### src/rtl/axi_bus_arbiter_if.sv
// axi_bus_arbiter_if
//   Bundles the requester-side handshake and the AXI4-Lite master port of
//   axi_bus_arbiter into one interface.
//   modport master : arbiter view (drives req_ready, rsp_*, AR/R/AW/W/B master outputs)
//   modport slave  : environment view (requesters plus the AXI slave)
interface axi_bus_arbiter_if #(
  parameter int N_REQ  = 2,
  parameter int ADDR_W = 32,
  parameter int DATA_W = 32
);
  localparam int STRB_W = DATA_W / 8;

  // requester side
  logic [N_REQ-1:0]        req_valid;
  logic [N_REQ-1:0]        req_ready;
  logic [N_REQ-1:0]        req_we;
  logic [N_REQ*ADDR_W-1:0] req_addr;
  logic [N_REQ*DATA_W-1:0] req_wdata;
  logic [N_REQ*STRB_W-1:0] req_wstrb;
  logic [N_REQ-1:0]        rsp_valid;
  logic [DATA_W-1:0]       rsp_rdata;
  logic                    rsp_err;

  // AXI4-Lite side
  logic [ADDR_W-1:0] ARADDR;
  logic              ARVALID;
  logic              ARREADY;
  logic [DATA_W-1:0] RDATA;
  logic [1:0]        RRESP;
  logic              RVALID;
  logic              RREADY;
  logic [ADDR_W-1:0] AWADDR;
  logic              AWVALID;
  logic              AWREADY;
  logic [DATA_W-1:0] WDATA;
  logic [STRB_W-1:0] WSTRB;
  logic              WVALID;
  logic              WREADY;
  logic [1:0]        BRESP;
  logic              BVALID;
  logic              BREADY;

  modport master (
    input  req_valid, req_we, req_addr, req_wdata, req_wstrb,
    input  ARREADY, RDATA, RRESP, RVALID, AWREADY, WREADY, BRESP, BVALID,
    output req_ready, rsp_valid, rsp_rdata, rsp_err,
    output ARADDR, ARVALID, RREADY, AWADDR, AWVALID, WDATA, WSTRB, WVALID, BREADY
  );

  modport slave (
    output req_valid, req_we, req_addr, req_wdata, req_wstrb,
    output ARREADY, RDATA, RRESP, RVALID, AWREADY, WREADY, BRESP, BVALID,
    input  req_ready, rsp_valid, rsp_rdata, rsp_err,
    input  ARADDR, ARVALID, RREADY, AWADDR, AWVALID, WDATA, WSTRB, WVALID, BREADY
  );
endinterface

### src/rtl/axi_bus_arbiter.sv
// axi_bus_arbiter
//   Shares one AXI4-Lite master port among N_REQ requesters (req 0 = IF fetch,
//   req 1 = MEM load/store). One outstanding transaction at a time; a
//   registered one-cycle rsp_valid pulse goes back to the owning requester.
// Ports
//   ACLK    clock, rising edge
//   ARESET  asynchronous active-high reset
//   bus     axi_bus_arbiter_if.master (requester handshake + AXI4-Lite master)
// Configuration
//   AXI_ARB_RR_EN  defined   : round-robin, last granted index gets lowest priority
//                  undefined : fixed priority, highest index wins
//
// state | meaning
// IDLE  | waiting for a request; req_ready may assert
// RADDR | ARVALID held until ARREADY
// RDATA | RREADY held until RVALID
// WREQ  | AWVALID / WVALID held until each handshakes
// WRESP | BREADY held until BVALID
module axi_bus_arbiter #(
  parameter int N_REQ  = 2,
  parameter int ADDR_W = 32,
  parameter int DATA_W = 32
) (
  input logic               ACLK,
  input logic               ARESET,
  axi_bus_arbiter_if.master bus
);
  localparam int STRB_W = DATA_W / 8;
  localparam int IDX_W  = (N_REQ > 1) ? $clog2(N_REQ) : 1;

  localparam logic [2:0] IDLE  = 3'd0;
  localparam logic [2:0] RADDR = 3'd1;
  localparam logic [2:0] RDATA = 3'd2;
  localparam logic [2:0] WREQ  = 3'd3;
  localparam logic [2:0] WRESP = 3'd4;

  logic [2:0]        r_state;
  logic [IDX_W-1:0]  r_owner;
  logic [ADDR_W-1:0] r_araddr;
  logic [ADDR_W-1:0] r_awaddr;
  logic [DATA_W-1:0] r_wdata;
  logic [STRB_W-1:0] r_wstrb;
  logic [DATA_W-1:0] r_rdata;
  logic              r_err;
  logic [N_REQ-1:0]  r_rsp_valid;
  logic              r_arvalid;
  logic              r_rready;
  logic              r_awvalid;
  logic              r_wvalid;
  logic              r_bready;

  logic              w_gnt_any;
  logic [IDX_W-1:0]  w_gnt_idx;
  logic [N_REQ-1:0]  w_grant;
  logic              w_idle;
  logic              w_aw_done;
  logic              w_w_done;

`ifdef AXI_ARB_RR_EN
  logic [IDX_W-1:0]  r_last;

  // Search from r_last+1 upward (modulo N_REQ); descending k lets the
  // nearest candidate overwrite the farther ones.
  always_comb begin
    w_gnt_any = 1'b0;
    w_gnt_idx = '0;
    for (int k = N_REQ; k >= 1; k--) begin
      if (bus.req_valid[(int'(r_last) + k) % N_REQ]) begin
        w_gnt_any = 1'b1;
        w_gnt_idx = IDX_W'((int'(r_last) + k) % N_REQ);
      end
    end
  end

  always_ff @(posedge ACLK or posedge ARESET) begin
    if (ARESET)
      r_last <= IDX_W'(N_REQ - 1);
    else if (w_idle && w_gnt_any)
      r_last <= w_gnt_idx;
  end
`else
  // Ascending scan: the highest valid index is written last and wins.
  always_comb begin
    w_gnt_any = 1'b0;
    w_gnt_idx = '0;
    for (int i = 0; i < N_REQ; i++) begin
      if (bus.req_valid[i]) begin
        w_gnt_any = 1'b1;
        w_gnt_idx = IDX_W'(i);
      end
    end
  end
`endif

  always_comb begin
    w_grant = '0;
    if (w_gnt_any)
      w_grant[w_gnt_idx] = 1'b1;
  end

  assign w_idle    = (r_state == IDLE);
  assign w_aw_done = !r_awvalid || bus.AWREADY;
  assign w_w_done  = !r_wvalid  || bus.WREADY;

  always_ff @(posedge ACLK or posedge ARESET) begin
    if (ARESET) begin
      r_state     <= IDLE;
      r_owner     <= '0;
      r_araddr    <= '0;
      r_awaddr    <= '0;
      r_wdata     <= '0;
      r_wstrb     <= '0;
      r_rdata     <= '0;
      r_err       <= 1'b0;
      r_rsp_valid <= '0;
      r_arvalid   <= 1'b0;
      r_rready    <= 1'b0;
      r_awvalid   <= 1'b0;
      r_wvalid    <= 1'b0;
      r_bready    <= 1'b0;
    end else begin
      r_rsp_valid <= '0;
      case (r_state)
        IDLE: begin
          if (w_gnt_any) begin
            r_owner <= w_gnt_idx;
            if (bus.req_we[w_gnt_idx]) begin
              r_awaddr  <= bus.req_addr[w_gnt_idx*ADDR_W +: ADDR_W];
              r_wdata   <= bus.req_wdata[w_gnt_idx*DATA_W +: DATA_W];
              r_wstrb   <= bus.req_wstrb[w_gnt_idx*STRB_W +: STRB_W];
              r_awvalid <= 1'b1;
              r_wvalid  <= 1'b1;
              r_state   <= WREQ;
            end else begin
              r_araddr  <= bus.req_addr[w_gnt_idx*ADDR_W +: ADDR_W];
              r_arvalid <= 1'b1;
              r_state   <= RADDR;
            end
          end
        end
        RADDR: begin
          if (bus.ARREADY) begin
            r_arvalid <= 1'b0;
            r_rready  <= 1'b1;
            r_state   <= RDATA;
          end
        end
        RDATA: begin
          if (bus.RVALID) begin
            r_rready             <= 1'b0;
            r_rsp_valid[r_owner] <= 1'b1;
            r_rdata              <= bus.RDATA;
            r_err                <= (bus.RRESP != 2'b00);
            r_state              <= IDLE;
          end
        end
        WREQ: begin
          if (bus.AWREADY) r_awvalid <= 1'b0;
          if (bus.WREADY)  r_wvalid  <= 1'b0;
          // AW and W may complete in either order or together.
          if (w_aw_done && w_w_done) begin
            r_bready <= 1'b1;
            r_state  <= WRESP;
          end
        end
        WRESP: begin
          if (bus.BVALID) begin
            r_bready             <= 1'b0;
            r_rsp_valid[r_owner] <= 1'b1;
            r_rdata              <= '0;
            r_err                <= (bus.BRESP != 2'b00);
            r_state              <= IDLE;
          end
        end
        default: r_state <= IDLE;
      endcase
    end
  end

  assign bus.req_ready = w_grant & {N_REQ{w_idle}};
  assign bus.rsp_valid = r_rsp_valid;
  assign bus.rsp_rdata = r_rdata;
  assign bus.rsp_err   = r_err;
  assign bus.ARADDR    = r_araddr;
  assign bus.ARVALID   = r_arvalid;
  assign bus.RREADY    = r_rready;
  assign bus.AWADDR    = r_awaddr;
  assign bus.AWVALID   = r_awvalid;
  assign bus.WDATA     = r_wdata;
  assign bus.WSTRB     = r_wstrb;
  assign bus.WVALID    = r_wvalid;
  assign bus.BREADY    = r_bready;

endmodule

### src/flat_wrapper.sv
// flat-port wrapper written by rule: the top's interface ports become plain ports
module axi_bus_arbiter_flat 
#(
  parameter int N_REQ  = 2,
  parameter int ADDR_W = 32,
  parameter int DATA_W = 32
)
  (ACLK, ARESET, bus_req_valid, bus_req_we, bus_req_addr, bus_req_wdata, bus_req_wstrb, bus_ARREADY, bus_RDATA, bus_RRESP, bus_RVALID, bus_AWREADY, bus_WREADY, bus_BRESP, bus_BVALID, bus_req_ready, bus_rsp_valid, bus_rsp_rdata, bus_rsp_err, bus_ARADDR, bus_ARVALID, bus_RREADY, bus_AWADDR, bus_AWVALID, bus_WDATA, bus_WSTRB, bus_WVALID, bus_BREADY);
  axi_bus_arbiter_if #(.N_REQ(N_REQ), .ADDR_W(ADDR_W), .DATA_W(DATA_W)) bus_i ();
  input logic ACLK;
  input logic ARESET;
  input wire logic [$bits(bus_i.req_valid)-1:0] bus_req_valid;
  input wire logic [$bits(bus_i.req_we)-1:0] bus_req_we;
  input wire logic [$bits(bus_i.req_addr)-1:0] bus_req_addr;
  input wire logic [$bits(bus_i.req_wdata)-1:0] bus_req_wdata;
  input wire logic [$bits(bus_i.req_wstrb)-1:0] bus_req_wstrb;
  input wire logic [$bits(bus_i.ARREADY)-1:0] bus_ARREADY;
  input wire logic [$bits(bus_i.RDATA)-1:0] bus_RDATA;
  input wire logic [$bits(bus_i.RRESP)-1:0] bus_RRESP;
  input wire logic [$bits(bus_i.RVALID)-1:0] bus_RVALID;
  input wire logic [$bits(bus_i.AWREADY)-1:0] bus_AWREADY;
  input wire logic [$bits(bus_i.WREADY)-1:0] bus_WREADY;
  input wire logic [$bits(bus_i.BRESP)-1:0] bus_BRESP;
  input wire logic [$bits(bus_i.BVALID)-1:0] bus_BVALID;
  output wire logic [$bits(bus_i.req_ready)-1:0] bus_req_ready;
  output wire logic [$bits(bus_i.rsp_valid)-1:0] bus_rsp_valid;
  output wire logic [$bits(bus_i.rsp_rdata)-1:0] bus_rsp_rdata;
  output wire logic [$bits(bus_i.rsp_err)-1:0] bus_rsp_err;
  output wire logic [$bits(bus_i.ARADDR)-1:0] bus_ARADDR;
  output wire logic [$bits(bus_i.ARVALID)-1:0] bus_ARVALID;
  output wire logic [$bits(bus_i.RREADY)-1:0] bus_RREADY;
  output wire logic [$bits(bus_i.AWADDR)-1:0] bus_AWADDR;
  output wire logic [$bits(bus_i.AWVALID)-1:0] bus_AWVALID;
  output wire logic [$bits(bus_i.WDATA)-1:0] bus_WDATA;
  output wire logic [$bits(bus_i.WSTRB)-1:0] bus_WSTRB;
  output wire logic [$bits(bus_i.WVALID)-1:0] bus_WVALID;
  output wire logic [$bits(bus_i.BREADY)-1:0] bus_BREADY;
  assign bus_i.req_valid = bus_req_valid;
  assign bus_i.req_we = bus_req_we;
  assign bus_i.req_addr = bus_req_addr;
  assign bus_i.req_wdata = bus_req_wdata;
  assign bus_i.req_wstrb = bus_req_wstrb;
  assign bus_i.ARREADY = bus_ARREADY;
  assign bus_i.RDATA = bus_RDATA;
  assign bus_i.RRESP = bus_RRESP;
  assign bus_i.RVALID = bus_RVALID;
  assign bus_i.AWREADY = bus_AWREADY;
  assign bus_i.WREADY = bus_WREADY;
  assign bus_i.BRESP = bus_BRESP;
  assign bus_i.BVALID = bus_BVALID;
  assign bus_req_ready = bus_i.req_ready;
  assign bus_rsp_valid = bus_i.rsp_valid;
  assign bus_rsp_rdata = bus_i.rsp_rdata;
  assign bus_rsp_err = bus_i.rsp_err;
  assign bus_ARADDR = bus_i.ARADDR;
  assign bus_ARVALID = bus_i.ARVALID;
  assign bus_RREADY = bus_i.RREADY;
  assign bus_AWADDR = bus_i.AWADDR;
  assign bus_AWVALID = bus_i.AWVALID;
  assign bus_WDATA = bus_i.WDATA;
  assign bus_WSTRB = bus_i.WSTRB;
  assign bus_WVALID = bus_i.WVALID;
  assign bus_BREADY = bus_i.BREADY;
  axi_bus_arbiter #(.N_REQ(N_REQ), .ADDR_W(ADDR_W), .DATA_W(DATA_W)) u_core (.ACLK(ACLK), .ARESET(ARESET), .bus(bus_i));
endmodule
### config.mk
export PLATFORM = sky130hd
export DESIGN_NAME = axi_bus_arbiter_flat
export DESIGN_NICKNAME = d
export VERILOG_FILES = /design/src/rtl/axi_bus_arbiter_if.sv /design/src/rtl/axi_bus_arbiter.sv /design/src/flat_wrapper.sv
export SDC_FILE = /design/constraint.sdc
export NUM_CORES = 1
export LEC_CHECK = 0
export ABC_CLOCK_PERIOD_IN_PS = 5300
export CORE_MARGIN = 8
export CORE_UTILIZATION = 37
export CTS_CLUSTER_DIAMETER = 120
export DETAILED_ROUTE_END_ITERATION = 12
export PLACE_DENSITY = 0.77
export SLEW_MARGIN = 20
export SYNTH_ARGS = -nofsm -noshare
export SYNTH_HDL_FRONTEND = slang
export SYNTH_SLANG_ARGS = --single-unit
export TNS_END_PERCENT = 50
### constraint.sdc
create_clock -name ACLK -period 5.3 [get_ports ACLK]
set_clock_uncertainty 0.15 [all_clocks]
set_input_delay 1.06 -clock ACLK [delete_from_list [all_inputs] [get_ports ACLK]]
set_output_delay 1.06 -clock ACLK [all_outputs]
set_load 0.02 [all_outputs]
==> impl_metrics.yaml, run 1 <==
clock_network:
  cts_hold_buffers: 0
  h-tree-depth: 4
  cts_made_buffers: 17
  clk_path_buf_depth: 2
  clkSlewWorstSetupHoldPaths_ps: 50
  cts_tree: "done"
  clock_sinks: 144
  cts-root-buf: "clkbuf_16"
  clock_latency_ps: 410
  post_cts_buffers: 0
  cts_resized: 0
route:
  drc: 0
  viasPerCell: 5.44
  routed_wl_um: 24100
  dr.pass1.iters: 4
  wl_per_cell_um: 22.0
  drt-initial-drc-count: 322
  num_vias: 5947
  ant_nets: 0
floorplan:
  die_w_um: 151
  row_count: 49
  io_pins: 325
  die-area_um2: 22700
  core_um2: 17900
  chipHeight_um: 151
  start_util_pct: 37.5
setup_path:
  crit_path_max_incr_delay_ps: 720
  path_class: "in -> out"
  arrival_ps: 2690
  crit_family: "buffers and inverters"
  cp-start-kind: "primary input"
  path_cells: "buf_4, nor4b_1, clkdlybuf4s50_1"
  worstPathRequired_ps: 4090
  critPathSlowestCell: "clkdlybuf4s50_1"
  path_buf_inv: 2
  end_kind: "primary output"
  path_max_fanout: 44
run:
  max_cap_violations: 0
power:
  p_leak_nw: 4.34
  worst_ir_drop_vdd_mv: 0.285
  p_per_area_nw_per_um2: 586
global_route:
  grt_pass1_wl_um: 36900
  grt_max_degree: 94
  antenna_found_initial: 0
  grt_usage_pct: 20.9
  first_global_vias: 6412
  grt-ovfl-total: 0
sta:
  slew_violations: 0
  finalCriticalPeriod_ps: 3900
  post-route-period-util_pct: 73.6
  finalHoldViolCount: 0
  rsz0062_at_grt: "false"
  setup-tns-final_ps: 0
  tightest_slew_ps: 909
  slew_headroom_pct: 39.1
  finalSetupViolCount: 0
  max_freq_mhz: 256
cells_and_area:
  multi_input_area_um2: 2770
  antenna_cells: 0
  fin_util_pct: 59.9
  nFillCells: 1483
  stdcell_area_um2: 10700
  area_growth_pct: 59.5
  finish.net_count: 1034
  drive_above_1_share_pct: 18.1
  seq_area_um2: 3600
placement:
  dp_hpwl_um: 17200
  gp_congestion: 0.811
  placed_cell_area_um2: 10100
  io_buffers: 324
synth:
  synth-seq-cells: 144
  synth_area_per_cell_um2: 12.2
  ys_types: 42
  synthArstFlopShare_pct: 100
  synth_most_common_cell: "dfrtp_1"
  synth_seq_area_share_pct: 53.6
  synth_edf_count: 0
  synth_top_area_share_pct: 53.6
  synthCells: 552
  yosys.area.top_type: "dfrtp_1"
  yosysWarningCount: 0
  syn-num-nets: 735
  ys.flop_type: "dfrtp_1"
  netlist_area_um2: 6720
  synth_commonest_cells: "dfrtp_1, mux2_2, o221a_2"
  yosys-top-cells-area: "dfrtp_1, mux2_2, o221a_2, a22o_1, o2bb2ai_1"
worst_hold_path:
  min_path_type: "reg -> reg"
run_status:
  status: "complete, no violations"
## report_power, final
group	switching [mW]	leakage, nW	internal (mW)	total [mW]
clock	0.484	0.291	0.771	1.25
sequential	0.369	1.76	1.62	1.99
combinational	1.47	2.29	1.56	3.04
## state kept, by name (all words and copies together) (netlist names), 2 cells and up
name,cells
u_core.bus.WSTRB,4
u_core.bus.rsp_rdata,32
u_core.bus.rsp_valid,2
u_core.bus.AWADDR,32
u_core.r_state,3
u_core.bus.ARADDR,32
u_core.bus.WDATA,32
## layout by cell type, fill, tap and decap left out, types with 17 or more instances in the layout
master,count
mux2_2,63
a41oi_1,28
inv_1,31
nor3_1,28
a22o_1,32
o221a_2,39
clkbuf_16,17
a22oi_1,29
dfrtp_1,144
clkdlybuf4s50_1,323
o2bb2ai_1,29
## path summary, 6_finish.rpt
| kind | from | endpoint | slack (ps) | depth (start not counted) |
|---|---|---|---|---|
| min in group asynchronous | ARESET | u_core.bus.ARADDR[10] | 1050 | 2 |
| hold reg to reg | u_core.r_owner | u_core.bus.rsp_valid[0] | 280 | 1 |
| max in group asynchronous | ARESET | u_core.bus.rsp_rdata[27] | 3000 | 3 |
| setup / recovery | bus_req_valid[1] | bus_req_ready[1] | 1400 | 3 |
| hold / removal | u_core.r_owner | u_core.bus.rsp_valid[0] | 280 | 1 |
| setup reg to reg | u_core.r_state[0] | u_core.bus.WDATA[31] | 2650 | 3 |
## area by class of cell
| cell class | count | share of cell area (%) |
|---|---|---|
| multi-input combinational | 320 | 25.8 |
| clock inverter | 11 | 1.42 |
| inverter | 32 | 1.17 |
| sequential | 144 | 33.6 |
| clock buffer | 21 | 4.29 |
| timing repair buffer | 336 | 31.1 |
| tap | 229 | 2.67 |
## layer usage
layer | wire (µm) | vias to the layer above | share of wire [%] | track usage [%]
met2 | 11800 | 258 | 49 | 33.9
met3 | 2290 | 33 | 9.5 | 7.53
met5 | 0 | - | 0 | 0
met1 | 9410 | 2921 | 39 | 25.4
met4 | 538 | 0 | 2.2 | 7.08
li1 | - | 2735 | - | -
## cells by family (layout without fill, tap and decap cells)
kind of cell / Yosys count / after routing / share of synthesized area, %
buffers and inverters: 88 / 400 / 5.66
multiplexers: 65 / 65 / 10.9
flip-flops: 144 / 144 / 53.6
AND/OR/NAND/NOR: 80 / 80 / 6.68
AO/OA/AOI/OAI: 175 / 175 / 23.2
## stage by stage
stage                     setup slack (ps)  power [mW]  std cells  hold slack, ps
after floorplan                        224        3.56        552             253
after global placement                1470        5.01       1061             262
after detailed placement              1400        5.06       1061             269
after CTS                             1390        6.35       1093             277
after global routing                  1330        6.61       1093             302
final                                 1400        6.28       1093             277
## worst reg2reg max path, cell delays in order (launching register included)
cell     delay (ps)
dfrtp_1         580
or3_1           700
nor3_2          820
o221a_2         330
(Power assumes the default switching activity.)
==> run 2, diff against run 1 <==
ABC_CLOCK_PERIOD_IN_PS = 3940   (was 5300)
CORE_UTILIZATION = 41   (was 37)
PLACE_DENSITY = 0.81   (was 0.77)
clock period = 3.94 ns   (was 5.3 ns; I/O delays follow)
==> impl_metrics.yaml, run 2 (synthesis results as in run 1) <==
route:
  drc: 0
  ant_nets: 0
  wl_per_cell_um: 21.9
  viasPerCell: 5.57
  num_vias: 6059
  routed_wl_um: 23800
  dr.pass1.iters: 5
  drt-initial-drc-count: 383
floorplan:
  io_pins: 325
  row_count: 47
  start_util_pct: 41.3
  die-area_um2: 20700
  core_um2: 16300
  chipHeight_um: 144
  die_w_um: 144
power:
  total_power_mw: 8.46
  p_leak_nw: 4.36
  worst_ir_drop_vdd_mv: 0.362
  p_per_area_nw_per_um2: 786
setup_path:
  path_buf_inv: 3
  path_class: "in -> out"
  arrival_ps: 2320
  path_max_fanout: 37
  path_common_cell: "buf_4"
  worstPathRequired_ps: 3000
  critPathSlowestCell: "clkdlybuf4s50_1"
  path_cells: "buf_4, buf_4, nor2b_4, and2_1, clkdlybuf4s50_1"
  crit_family: "buffers and inverters"
  crit_path_max_incr_delay_ps: 560
  cp-start-kind: "primary input"
  end_kind: "primary output"
cells_and_area:
  finish.net_count: 1037
  area_growth_pct: 60.1
  final_common_cell: "clkdlybuf4s50_1"
  layoutNonFillerInstCount: 1087
  antenna_cells: 0
  final_cell_mix: "clkdlybuf4s50_1, dfrtp_1, mux2_2, o221a_2, a22o_1"
  drive_above_1_share_pct: 18.2
clock_network:
  post_cts_buffers: 0
  clock_sinks: 144
  cts_made_buffers: 17
  clk_path_buf_depth: 2
  cts_tree: "done"
  h-tree-depth: 4
  clkSlewWorstSetupHoldPaths_ps: 60
  cts_resized: 0
  cts-root-buf: "clkbuf_16"
  clock_latency_ps: 420
  cts_hold_buffers: 0
placement:
  io_buffers: 324
  gp_congestion: 0.857
  dp_hpwl_um: 17000
  dp.cells: 1055
sta:
  finalHoldViolCount: 0
  rsz0062_at_grt: "false"
  finalSetupViolCount: 0
  finalCriticalPeriod_ps: 3260
  max_freq_mhz: 307
  setup-tns-final_ps: 0
  post-route-period-util_pct: 82.6
  slew_headroom_pct: 54.6
  tightest_slew_ps: 681
  slew_violations: 0
run:
  max_cap_violations: 0
run_status:
  status: "complete, no violations"
global_route:
  antenna_found_initial: 0
  grt_pass1_wl_um: 36000
  grt_usage_pct: 22.6
  grt-ovfl-total: 0
  first_global_vias: 6347
  grt_max_degree: 96
worst_hold_path:
  min_path_type: "reg -> reg"
run 2: changes by cell type in the layout (fill, tap and decap cells not counted), sizes merged:
cell / before / now
clkinv: 2 / 4
buf: 13 / 16
inv: 35 / 33
run 2: layer usage:
metal / global-route usage, % / share of wire, % / up-vias
met5: 0 / 0 / -
met3: 7.20 / 9.1 / 48
li1: - / - / 2749
met2: 36.4 / 48 / 281
met4: 10.1 / 3.6 / 0
met1: 27.2 / 39 / 2981
run 2: area by class of cell:
cell class	instances	area (µm²)
multi-input combinational	320	2760
timing repair buffer	339	3380
tap	220	275
sequential	144	3600
clock buffer	21	460
fill	1262	5530
clock inverter	11	154
inverter	32	124
run 2: report_power, final:
part           internal, mW  switching (mW)  leakage, nW
registers              2.18           0.494         1.76
clock network          1.04           0.650        0.294
logic                  2.12            1.98         2.31
run 2: metrics by stage:
stage | setup WS [ps] | cell area [µm²] | hold WS (ps) | util, %
global placement | 697 | 10100 | 280 | 62.3
detailed placement | 689 | 10100 | 266 | 62.3
floorplan | 1020 | 6730 | 253 | -
finish | 685 | 10800 | 294 | 66.0
global route | 606 | 10800 | 326 | 66.0
CTS | 675 | 10800 | 288 | 66.0
run 2: worst paths after layout:
check                      slack (ps)                       to  depth (start not counted)              start
min                               290  u_core.bus.rsp_valid[0]                          1     u_core.r_owner
max reg2reg                      1510    u_core.bus.AWADDR[24]                          3  u_core.r_state[0]
min in group asynchronous         700     u_core.bus.WDATA[27]                          3             ARESET
max in group asynchronous        2380    u_core.bus.ARADDR[29]                          3             ARESET
max                               680         bus_req_ready[0]                          5   bus_req_valid[1]
min reg2reg                       290  u_core.bus.rsp_valid[0]                          1     u_core.r_owner
